$ cat src/rtl/lfsr_burst_serializer_pkg.sv
// rtl/lfsr_burst_serializer_pkg.sv - shared FSM encodings and default tap masks for the LFSR burst serializer
package lfsr_burst_serializer_pkg;

  typedef enum logic [1:0] {
    ST_IDLE = 2'd0,
    ST_RUN  = 2'd1,
    ST_SER  = 2'd2
  } state_t;

  // Maximal-length feedback masks for common widths; other widths fall back to the top two bits.
  function automatic logic [31:0] default_taps(input int width);
    case (width)
      4:       return 32'h0000_000C;
      8:       return 32'h0000_00B8;
      16:      return 32'h0000_B400;
      32:      return 32'h8020_0003;
      default: return 32'h3 << (width - 2);
    endcase
  endfunction

endpackage

$ cat src/rtl/lfsr_burst_serializer_core.sv
// rtl/lfsr_burst_serializer_core.sv - Fibonacci LFSR register with seed load, step enable and next-state output
module lfsr_burst_serializer_core
  import lfsr_burst_serializer_pkg::*;
#(
  parameter int                 WIDTH = 8,
  parameter logic [WIDTH-1:0]   TAPS  = WIDTH'(default_taps(WIDTH))
) (
  input  logic             clk,
  input  logic             rst,
  input  logic             load,
  input  logic             step,
  input  logic [WIDTH-1:0] seed,
  output logic [WIDTH-1:0] nxt
);

  logic [WIDTH-1:0] lfsr;

  assign nxt = {lfsr[WIDTH-2:0], ^(lfsr & TAPS)};

  // An all-zero state would lock up the XOR feedback, so a zero seed starts from 1.
  always_ff @(posedge clk) begin
    if (!rst) begin
      lfsr <= '0;
    end else if (load) begin
      lfsr <= (seed == '0) ? WIDTH'(1) : seed;
    end else if (step) begin
      lfsr <= nxt;
    end
  end

endmodule

$ cat src/rtl/lfsr_burst_serializer.sv
// rtl/lfsr_burst_serializer.sv - seeded LFSR burst generator that serializes each result word LSB-first
module lfsr_burst_serializer
  import lfsr_burst_serializer_pkg::*;
#(
  parameter int               WIDTH        = 8,
  parameter logic [WIDTH-1:0] TAPS         = WIDTH'(default_taps(WIDTH)),
  parameter int               SHIFT_CYCLES = 8,
  parameter int               CNT_W        = 6
) (
  input  logic             clk,
  input  logic             rst,
  input  logic             start,
  input  logic             cont,
  input  logic [WIDTH-1:0] seed,
  output logic             out_bit,
  output logic             out_valid,
  output logic [WIDTH-1:0] word,
  output logic             busy,
  output logic             done
);

  localparam logic [CNT_W-1:0] RUN_LAST = CNT_W'(SHIFT_CYCLES - 1);
  localparam logic [CNT_W-1:0] SER_LAST = CNT_W'(WIDTH - 1);

  state_t           state, state_nxt;
  logic [CNT_W-1:0] cnt, cnt_nxt;
  logic [CNT_W-1:0] bitcnt, bitcnt_nxt;
  logic [WIDTH-1:0] shreg, shreg_nxt;
  logic [WIDTH-1:0] word_nxt;
  logic             done_nxt;
  logic             lfsr_load, lfsr_step;
  logic [WIDTH-1:0] lfsr_nxt;

  lfsr_burst_serializer_core #(
    .WIDTH (WIDTH),
    .TAPS  (TAPS)
  ) u_core (
    .clk   (clk),
    .rst   (rst),
    .load  (lfsr_load),
    .step  (lfsr_step),
    .seed  (seed),
    .nxt   (lfsr_nxt)
  );

  always_ff @(posedge clk) begin
    if (!rst) begin
      state  <= ST_IDLE;
      cnt    <= '0;
      bitcnt <= '0;
      shreg  <= '0;
      word   <= '0;
      done   <= 1'b0;
    end else begin
      state  <= state_nxt;
      cnt    <= cnt_nxt;
      bitcnt <= bitcnt_nxt;
      shreg  <= shreg_nxt;
      word   <= word_nxt;
      done   <= done_nxt;
    end
  end

  always_comb begin
    state_nxt  = state;
    cnt_nxt    = cnt;
    bitcnt_nxt = bitcnt;
    shreg_nxt  = shreg;
    word_nxt   = word;
    done_nxt   = 1'b0;
    lfsr_load  = 1'b0;
    lfsr_step  = 1'b0;
    case (state)
      ST_IDLE: begin
        if (start) begin
          lfsr_load = 1'b1;
          cnt_nxt   = '0;
          state_nxt = ST_RUN;
        end
      end
      ST_RUN: begin
        lfsr_step = 1'b1;
        // The final step's result goes straight to the shifter, so the word needs no extra cycle.
        if (cnt == RUN_LAST) begin
          shreg_nxt  = lfsr_nxt;
          word_nxt   = lfsr_nxt;
          bitcnt_nxt = '0;
          state_nxt  = ST_SER;
        end else begin
          cnt_nxt = cnt + 1'b1;
        end
      end
      ST_SER: begin
        shreg_nxt = shreg >> 1;
        if (bitcnt == SER_LAST) begin
          if (cont) begin
            cnt_nxt   = '0;
            state_nxt = ST_RUN;
          end else begin
            done_nxt  = 1'b1;
            state_nxt = ST_IDLE;
          end
        end else begin
          bitcnt_nxt = bitcnt + 1'b1;
        end
      end
      default: state_nxt = ST_IDLE;
    endcase
  end

  assign out_valid = (state == ST_SER);
  assign out_bit   = out_valid & shreg[0];
  assign busy      = (state == ST_RUN) || (state == ST_SER);

endmodule

$ cat config.mk
export PLATFORM = sky130hd
export DESIGN_NAME = lfsr_burst_serializer
export DESIGN_NICKNAME = d
export VERILOG_FILES = /design/src/rtl/lfsr_burst_serializer_pkg.sv /design/src/rtl/lfsr_burst_serializer_core.sv /design/src/rtl/lfsr_burst_serializer.sv
export SDC_FILE = /design/constraint.sdc
export NUM_CORES = 1
export LEC_CHECK = 0
export CAP_MARGIN = 40
export CORE_MARGIN = 1
export CORE_UTILIZATION = 45
export DETAILED_ROUTE_END_ITERATION = 16
export GPL_TIMING_DRIVEN = 0
export HOLD_SLACK_MARGIN = 0.1
export PLACE_DENSITY = 0.79
export SLEW_MARGIN = 15
export SYNTH_ARGS = -nofsm -noshare
export SYNTH_HDL_FRONTEND = slang
export SYNTH_SLANG_ARGS = --single-unit
$ cat constraint.sdc
create_clock -name clk -period 1.77 [get_ports clk]
set_input_delay 0.4425 -clock clk [delete_from_list [all_inputs] [get_ports clk]]
set_output_delay 0.4425 -clock clk [all_outputs]
set_load 0.05 [all_outputs]
=== Word-level counts from Yosys, hierarchy flattened ===
Index checks and enable logic that the tools add are counted.

* Register bits: 39
* Input bits: 12
* Output and inout bits: 12
* Logic and storage cells: 55

* Add/sub/neg operators: 2
* Equal/unequal tests: 10
* Mux-type cells: 22
* Bitwise gates (word level): 1
* Reductions and logical operators: 13

{| class="wikitable"
|+ Operators by type and width
! operator !! number
|-
| 2-to-1 mux 6 bit || 6
|-
| 2-to-1 mux 8 bit || 4
|-
| one-hot mux 6 bit (3 select lines) || 1
|-
| one-hot mux 8 bit (2 select lines) || 1
|-
| adder 6 x 1 -> 6 bit, second input constant || 2
|-
| == test 6 x 3 -> 1 bit, second input constant || 2
|-
| one-hot mux 6 bit (2 select lines) || 1
|-
| != test 2 bit, second input constant || 5
|-
| AND reduction 3 bit || 3
|-
| zero test 8 bit || 1
|-
| parity 8 bit || 1
|-
| 2-to-1 mux 2 bit || 3
|-
| one-hot mux 2 bit (3 select lines) || 1
|-
| 2-to-1 mux 1 bit || 5
|-
| AND reduction 5 bit || 1
|-
| AND reduction 2 bit || 2
|-
| nonzero test 2 bit || 2
|-
| nonzero test 3 bit || 1
|-
| == test 2 x 1 -> 1 bit, second input constant || 1
|-
| == test 2 bit, second input constant || 1
|-
| zero test 2 bit || 1
|-
| != test 2 x 1 -> 1 bit, second input constant || 1
|-
| AND 1 bit || 1
|-
| logical OR 1 bit || 1
|}

=== Longest topological paths before layout ===
Gate-level depths: netlist of the first run.

* Word-level depth: 4
* Gate-level depth with buffers: 8
* Mapped depth without buffers: 6

=== By module ===
From an unflattened synthesis of the first run, not the netlist that was laid out.

* Cells, all modules: 237
* Area, all modules: 2109.5 µm²

{| class="wikitable"
|+ Modules (own cells, without submodules)
! module !! instances !! cells an instance !! area an instance (µm²)
|-
| lfsr_burst_serializer || 1 || 188 || 1644.1
|-
| lfsr_burst_serializer_core || 1 || 49 || 465.4
|}

=== Least setup slack after synthesis of the first run ===
No wires, ideal clock.

* Kind: reg2out
* From: register state[0]
* To: output out_bit
* Arrival time: 2.021 ns
* Setup slack: -0.693 ns
* Stages on the path, launching flop included: 6
* Path through: dfxtp_1 > inv_1 > ha_1 > clkbuf_1 > buf_1 > and2_1

* Word-level cells in the longest chain between the ends: 2

{| class="wikitable"
|+ Ends and longest elaborated chain
! element !! RTL line !! text
|-
| from (decl) || lfsr_burst_serializer.sv:25 || <nowiki>state_t state, state_nxt;</nowiki>
|-
| from (signal assigned) || lfsr_burst_serializer.sv:55 || <nowiki>state <= state_nxt;</nowiki>
|-
| == test 2 bit || lfsr_burst_serializer.sv:111 || <nowiki>assign out_valid = (state == ST_SER);</nowiki>
|-
| net out_valid || lfsr_burst_serializer.sv:16 || <nowiki>output logic out_valid,</nowiki>
|-
| AND 1 bit || lfsr_burst_serializer.sv:112 || <nowiki>assign out_bit = out_valid & shreg[0];</nowiki>
|-
| to (decl) || lfsr_burst_serializer.sv:15 || <nowiki>output logic out_bit,</nowiki>
|}

The timed path passes the listed nets, and every way through them passes these cells.

=== Worst setup path after layout of the first run ===
* From: register cnt[0]
* To: register cnt[0]

* Word-level cells in the longest chain between the ends: 3

{| class="wikitable"
|+ Ends and longest elaborated chain
! element !! RTL line !! text
|-
| from (decl) || lfsr_burst_serializer.sv:26 || <nowiki>logic [CNT_W-1:0] cnt, cnt_nxt;</nowiki>
|-
| from (signal assigned) || lfsr_burst_serializer.sv:56 || <nowiki>cnt <= cnt_nxt;</nowiki>
|-
| adder 6 x 1 -> 6 bit or == test 6 x 3 -> 1 bit (tied branches) || lfsr_burst_serializer.sv:90, lfsr_burst_serializer.sv:84 ||
|-
| 2-to-1 mux 6 bit or != test 2 bit (tied branches) || n/a ||
|-
| one-hot mux 6 bit (3 select lines) or AND reduction 5 bit (tied branches) || n/a ||
|}

Parallel ways exist; a longest one is shown, timed or not. The select of a mux whose other input is x is not followed.
A chain may end at the register's enable or synchronous reset.

==> results of run 1 <==
## report_power, final
part | switching [mW] | internal [mW] | total, mW
clock network | 0.304 | 0.412 | 0.716
registers | 0.170 | 1.06 | 1.23
logic | 0.883 | 0.723 | 1.61
## logic make-up (layout without fill, tap and decap cells)
kind of cell             after synthesis  count (layout)
AO/OA/AOI/OAI                         61              61
multiplexers                          24              24
flip-flops                            39              39
XOR/XNOR                               3               3
adder cells (fa/ha/maj)                6               6
AND/OR/NAND/NOR                       68              68
buffers and inverters                 16              65
## layer usage
| layer | up-vias | track usage [%] | part of all wire [%] |
|---|---|---|---|
| li1 | 913 | - | - |
| met1 | 891 | 29.9 | 45 |
| met2 | 69 | 34.2 | 48 |
| met3 | 6 | 5.17 | 5.3 |
| met4 | 0 | 6.77 | 1.1 |
| met5 | - | 0 | 0 |
## through the flow
stage / power (mW) / setup TNS (ns) / area (um^2)
after floorplan: 2.06 / -0.0473 / 2000
final: 3.55 / -0.0458 / 2760
after global placement: 2.31 / -8.52 / 2290
after detailed placement: 2.35 / -9.47 / 2290
after CTS: 3.29 / -0.733 / 2570
after global routing: 3.72 / -0.478 / 2760
## cell type report
type | count | area [um^2] | area share, %
Clock inverter | 2 | 37.5 | 1.36
Tap cell | 50 | 62.6 | 2.27
Clock buffer | 5 | 68.8 | 2.49
Buffer | 9 | 68.8 | 2.49
Sequential cell | 39 | 801 | 29.0
Timing Repair Buffer | 44 | 414 | 15.0
Multi-Input combinational cell | 162 | 1280 | 46.4
Inverter | 5 | 27.5 | 0.997
## sequential cells by signal, summed over array words and instances (netlist names)
signal	cells
shreg	8
u_core.lfsr	8
word	8
bitcnt	6
cnt	6
state	2
done	1
## Yosys cell counts (2+ instances only)
master	n
nand3_1	4
a31o_2	2
o41ai_1	2
dfxtp_1	39
nand2b_1	3
o21ai_0	7
nor3_1	3
a21oi_1	15
nand2_1	13
nor2_1	20
xnor2_1	2
clkbuf_1	7
ha_1	6
buf_2	2
nand4_1	5
a31oi_1	5
mux2i_1	24
inv_1	5
o31ai_1	6
o311ai_0	2
a21boi_1	2
or4_1	6
nor4_1	5
a211oi_1	14
## what timing repair did
| item | in CTS | in global routing |
|---|---|---|
| gates resized for setup | 54 | 36 |
| cloned | 0 | 1 |
| setup buffers | 13 | 7 |
| setup endpoints to repair | 42 | 33 |
| pin swaps | 4 | 11 |
| endpoints found under the hold margin | 0 | 0 |
## worst max-delay path: cells and delay by family, from the launching register on
kind            cells  cell delay, ns
flops               1            0.37
buf+inv             1            0.13
compound gates      2            0.48
simple gates        2            0.60
fa+ha+maj           1            0.16
## worst min-delay path by stage
stage / depth (start not counted) / end / slack (ns) / from
3_5_place_dp: 2 / shreg[7] / 0.48 / shreg[7]
6_report: 2 / shreg[7] / 0.49 / shreg[7]
5_1_grt: 2 / shreg[7] / 0.51 / shreg[7]
4_1_cts: 2 / shreg[7] / 0.49 / shreg[7]
3_3_place_gp: 2 / shreg[7] / 0.47 / shreg[7]
2_1_floorplan: 2 / shreg[7] / 0.45 / shreg[7]
==> metrics.md, run 1 <==
| Metric | Value |
|---|---|
| Mapped cell area | 0.00197 mm^2 |
| Hold_buf cts | 0 |
| Min Tclk post-route | 1.81 ns |
| Commonest non-fill, non-tap cell in the layout | dfxtp_1 |
| Initial antenna violation count | 0 |
| Kind of critical path | reg -> reg |
| Clock sinks | 39 |
| Die area | 0.00465 mm^2 |
| Post-DP HPWL | 3.15 mm |
| Post-Syn Instances | 217 |
| Yosys top cell area share | 39.6% |
| Syn Nets | 235 |
| Number of global-route vias before repair | 1,657 |
| Commonest non-fill, non-tap cells in the layout | dfxtp_1 (33), mux2i_1 (24), nor2_1 (18) |
| Compound-gate portion of the synthesized area | 20.9% |
| Layout cells sized above 1 | 28.2% |
| Hold slack | 0.494 ns |
| LEAKAGE | 1.06 nW |
| Starting Density | 48.2% |
| Final Setup Violations | 2 |
| DRT Pass-1 Iters | 5 |
| Largest net degree at the start of global routing | 13 |
| CORE AREA | 0.00409 mm^2 |
| Largest family of logic cells by synthesized area | compound AO/OA/AOI/OAI gates |
| Remaining Overflow, GRT | 0 |
| Routability cong. | 0.797 |
| RR Startpoint | cnt[0] |
| Slew HR | 61.5% |
| Maximum clock frequency | 0.553 GHz |
| Crit path cell chain | ha_4 > and3b_1 > buf_6 > a211o_4 > or4_4 > a21oi_2 |
| CTS Buf Count | 5 |
| CP Data Arrival Time | 2.03 ns |
| Fin nets | 284 |
| Post-route ant nets | 0 |
| Synth Area in XOR/XNOR | 1.33% |
| Worst-path maximum fanout | 5 |
| Vias | 1,879 |
| Crit end category | flip-flop |
| Synth Area in Simple Gates | 18.6% |
| Synth unique cells | 42 |
| Worst-margin pin slew | 0.577 ns |
| FFs w/ async S/R, synth | 0% |
| Pwr dens | 1290 mW/mm^2 |
| Filler Cell Count | 321 |
| Final Skew | 0.00571 ns |
| Layout Cells excl Fill | 316 |
| Slowest stage cell, crit path | or4_4 |
| Final Hold Vio Count | 0 |
| Number of synthesized flops with an enable pin | 0 |
| Total track usage | 22.0% |
| Share of the clock period used by the worst path | 102% |
| Post-synthesis sequential area ratio | 39.6% |
| Worst reg2reg path depth | 6 |
| Worst r2r dst | cnt[0] |
| TritonCTS clock tree | built |
| Setup crit end | cnt[0] |
| Antenna cells | 0 |
| Warnings, synthesis | 0 |
| Clk slew on worst S/H paths | 0.07 ns |
| Clock Tree Buf Depth | 2 |
| Std-Cell Rows | 23 |
| H-tree levels | 2 |
| IO Count | 24 |
| CTS Root Cell | clkbuf_8 |
| Startpoint types | flip-flop |
| Global-route wire length before repair | 7.69 mm |
| Clock latency on the worst-skew pair | 0.28 ns |
| Failing checks | setup timing |
| Leading area contributor after synthesis | dfxtp_1 |
| R2r setup slk | -0.04 ns |
| Slowest stage delay, CP | 0.42 ns |
| Unrepaired setup endpoints after global routing | true |
| Final slew viol count | 0 |
| Die Height | 68.2 um |
| 1st-iter DRT viols | 101 |
| Setup ws final | -0.0371 ns |
| Post-Place Cells | 290 |
| Pre-CTS setup slack | -0.753 ns |
| I/O Buffers | 23 |
| Area grow syn2layout | 40.2% |
| # DRC | 0 |
| Synth area leaders | dfxtp_1 (40%), mux2i_1 (12%), a211oi_1 (5.3%) |
| Seq cells post-synth | 39 |
| Post-synth top flop | dfxtp_1 |
| Status | finished, violations left |
| Post-Route WL | 5.19 mm |
| Post-synthesis mux area share | 12.2% |
| Fin util | 67.5% |
| Routed len/inst | 16.4 um |
| Min-Delay Path Class | reg -> reg |
| Die width | 68.2 um |
| Maximum VDD drop | 0.735 mV |
| Critical path origin | cnt[0] |
| Adder-Cell Fraction of Synth Area | 3.81% |
| Post-Syn Area per Cell | 9.08 um^2 |
| Vias per cell | 5.95 |
| Worst path required time | 1.99 ns |
| Max Cap Viol | 0 |
Power figures use the tool's default switching activity.
==> inputs of run 2 (changes only) <==
Settings changed: CELL_PAD_IN_SITES_DETAIL_PLACEMENT set to 0, CELL_PAD_IN_SITES_GLOBAL_PLACEMENT set to 2, CORE_UTILIZATION 45 to 30, PLACE_DENSITY 0.79 to 0.84.
==> run 2 against run 1 <==
  * The run still ends with setup timing left
  * Die area increased by 48%
  * Utilization decreased by 21 points
  * Combinational power is 11% higher
  * Sequential cell count is the same
  * Power grew 5.8%
  * Maximum frequency decreased by 1.5%
  * Non-clock buffer count increased by 8
  * Clock power is 6.1% higher
  * Hold slack lost 0.017 ns
==> metrics.md, run 2 (synthesis gave the netlist of run 1 again) <==
| Metric | Value |
|---|---|
| Status | finished, violations left |
| Failing checks | setup timing |
| Post-DP HPWL | 3.47 mm (+10%) |
| Kind of critical path | reg -> out |
| IO Count | 24 (unchanged) |
| Die Height | 83.0 um (+22%) |
| Max Cap Viol | 0 (unchanged) |
| Maximum clock frequency | 0.545 GHz (-1.5%) |
| Global-route wire length before repair | 8.77 mm (+14%) |
| Vias | 1,864 (-0.80%) |
| Routed len/inst | 15.5 um (-5.7%) |
| Number of global-route vias before repair | 1,766 (+6.6%) |
| Worst-path maximum fanout | 7 (+2) |
| GRT Max-Usage Layer | met2 |
| Layout cells sized above 1 | 35.3% (+7.1 points) |
| Setup tns final | -0.0958 ns (-0.0500 ns) |
| Initial antenna violation count | 0 (unchanged) |
| CTS Root Cell | clkbuf_8 |
| Clock sinks | 39 (unchanged) |
| Hold_buf cts | 0 (unchanged) |
| Final slew viol count | 0 (unchanged) |
| Critical path origin | state[0] |
| Final Skew | 0.00682 ns (+0.00112 ns) |
| Fin nets | 292 (+2.8%) |
| Share of the clock period used by the worst path | 104% (+1.6 points) |
| Remaining Overflow, GRT | 0 (unchanged) |
| Startpoint types | flip-flop |
| Total track usage | 15.8% (-6.3 points) |
| Area grow syn2layout | 50.1% |
| Worst path required time | 1.33 ns (-0.66 ns) |
| Worst-margin pin slew | 0.572 ns (-0.00478 ns) |
| Min-Delay Path Class | reg -> reg |
| TritonCTS clock tree | built |
| CTS Buf Count | 5 (unchanged) |
| Pre-CTS setup slack | -0.768 ns (-0.0150 ns) |
| Slew HR | 61.8% (+0.32 points) |
| Clock Tree Buf Depth | 2 (unchanged) |
| Post-route ant nets | 0 (unchanged) |
| Crit end category | output pin |
| Die area | 0.00689 mm^2 (+48%) |
| Final Setup Violations | 3 (+1) |
| Clk slew on worst S/H paths | 0.08 ns (about the same) |
| 1st-iter DRT viols | 35 (-65%) |
| CORE AREA | 0.00635 mm^2 (+55%) |
| Starting Density | 31.0% (-17 points) |
| I/O Buffers | 23 (unchanged) |
| # DRC | 0 (unchanged) |
| Met3 Track Usage GR | 3.08% (-2.1 points) |
| Maximum VDD drop | 0.641 mV (-13%) |
| Fin util | 46.5% (-21 points) |
| Largest net degree at the start of global routing | 14 (+1) |
| Hold path start | shreg[0] |
| CP Data Arrival Time | 1.39 ns (-0.64 ns) |
| Antenna cells | 0 (unchanged) |
| DRT Pass-1 Iters | 4 (-1) |
| Min Tclk post-route | 1.84 ns (+0.0282 ns) |
| Commonest non-fill, non-tap cell in the layout | dfxtp_1 |
| Die width | 83.0 um (+22%) |
| Unrepaired setup endpoints after global routing | true |
| Setup ws final | -0.0654 ns (-0.0282 ns) |
| GR Util met1 | 20.7% (-9.3 points) |
| Clock latency on the worst-skew pair | 0.30 ns (+0.02 ns) |
| RR Startpoint | cnt[0] |
| Routability cong. | 0.791 (-0.75%) |
| Largest regs | shreg x8, u_core.lfsr x8, word x8 |
| Pwr dens | 1270 mW/mm^2 (-1.2%) |
| Post-Route WL | 5.45 mm (+5.1%) |
| Vias per cell | 5.30 (-11%) |
| Commonest non-fill, non-tap cells in the layout | dfxtp_1 (32), mux2i_1 (24), buf_4 (22) |
| Std-Cell Rows | 29 (+26%) |
| LEAKAGE | 1.15 nW (+7.9%) |
| Final Hold Vio Count | 0 (unchanged) |
| Met2 usage | 25.9% (-8.3 points) |
| H-tree levels | 2 (unchanged) |
==> run 2: cell count changes in the layout (fill, tap and decap cells not counted), moves of 2 or more <==
cell     before  now
buf_4        17   22
buf_6         3    6
dfxtp_2       1    3
nand2_1      12   10
nand2_4       0    3
nor2_2        2    0
nor2_4        0    2
nor3_1        3    1
nor3_2        0    2
o21ai_2       0    2
==> run 2: power by group <==
| part | internal, mW | leakage, nW | switching [mW] | total (mW) |
|---|---|---|---|---|
| clock network | 0.420 | 0.0581 | 0.340 | 0.760 |
| registers | 1.06 | 0.322 | 0.159 | 1.22 |
| logic | 0.820 | 0.768 | 0.957 | 1.78 |
| total | 2.30 | 1.15 | 1.46 | 3.75 |
==> run 2: layer usage <==
metal | vias up | wire length [um]
met5 | - | 0
met4 | 0 | 65
met3 | 5 | 156
met2 | 29 | 2650
met1 | 898 | 2580
li1 | 932 | -
==> run 2: final cells by class <==
type / instances / area [um^2]
Clock inverter: 3 / 43.8
Buffer: 10 / 83.8
Clock buffer: 5 / 68.8
Multi-Input combinational cell: 162 / 1370
Tap cell: 77 / 96.3
Fill cell: 601 / 3390
Inverter: 5 / 25.0
Sequential cell: 39 / 800
Timing Repair Buffer: 51 / 465
==> run 2: per-stage QoR <==
stage                     area [um^2]  instances  hold WS [ns]  total power [mW]
after global routing             2960        352         0.502              3.98
after floorplan                  2000        217         0.449              2.06
after detailed placement         2320        317         0.482              2.38
final                            2960        352         0.477              3.75
after global placement           2320        317         0.478              2.36
after CTS                        2620        335         0.497              3.40
==> run 2: final timing paths <==
path / endpoint / slack (ns) / cells after the start
max: out_bit / -0.07 / 6
max reg2reg: cnt[0] / -0.02 / 6
min reg2reg: shreg[0] / 0.48 / 2
min: shreg[0] / 0.48 / 2
==> run 2: timing repair <==
action / 4_1_cts / 5_1_grt
resized for setup: 57 / 55
pin swaps: 11 / 21
endpoints found under the setup margin: 42 / 33
setup buffers: 10 / 17
cloned: 0 / 1
==> run 2: critical path, cell delays in order (launching register included) <==
cell     delay (ns)
dfxtp_4        0.38
inv_4          0.04
ha_4           0.15
buf_8          0.12
buf_8          0.11
and2_4         0.15
buf_8          0.14
==> inputs of run 3 (changes only) <==
Settings changed: CAP_MARGIN 40 to unset.
==> results of run 3 <==
The final DEF is identical to that of run 2; final timing and power are the same.
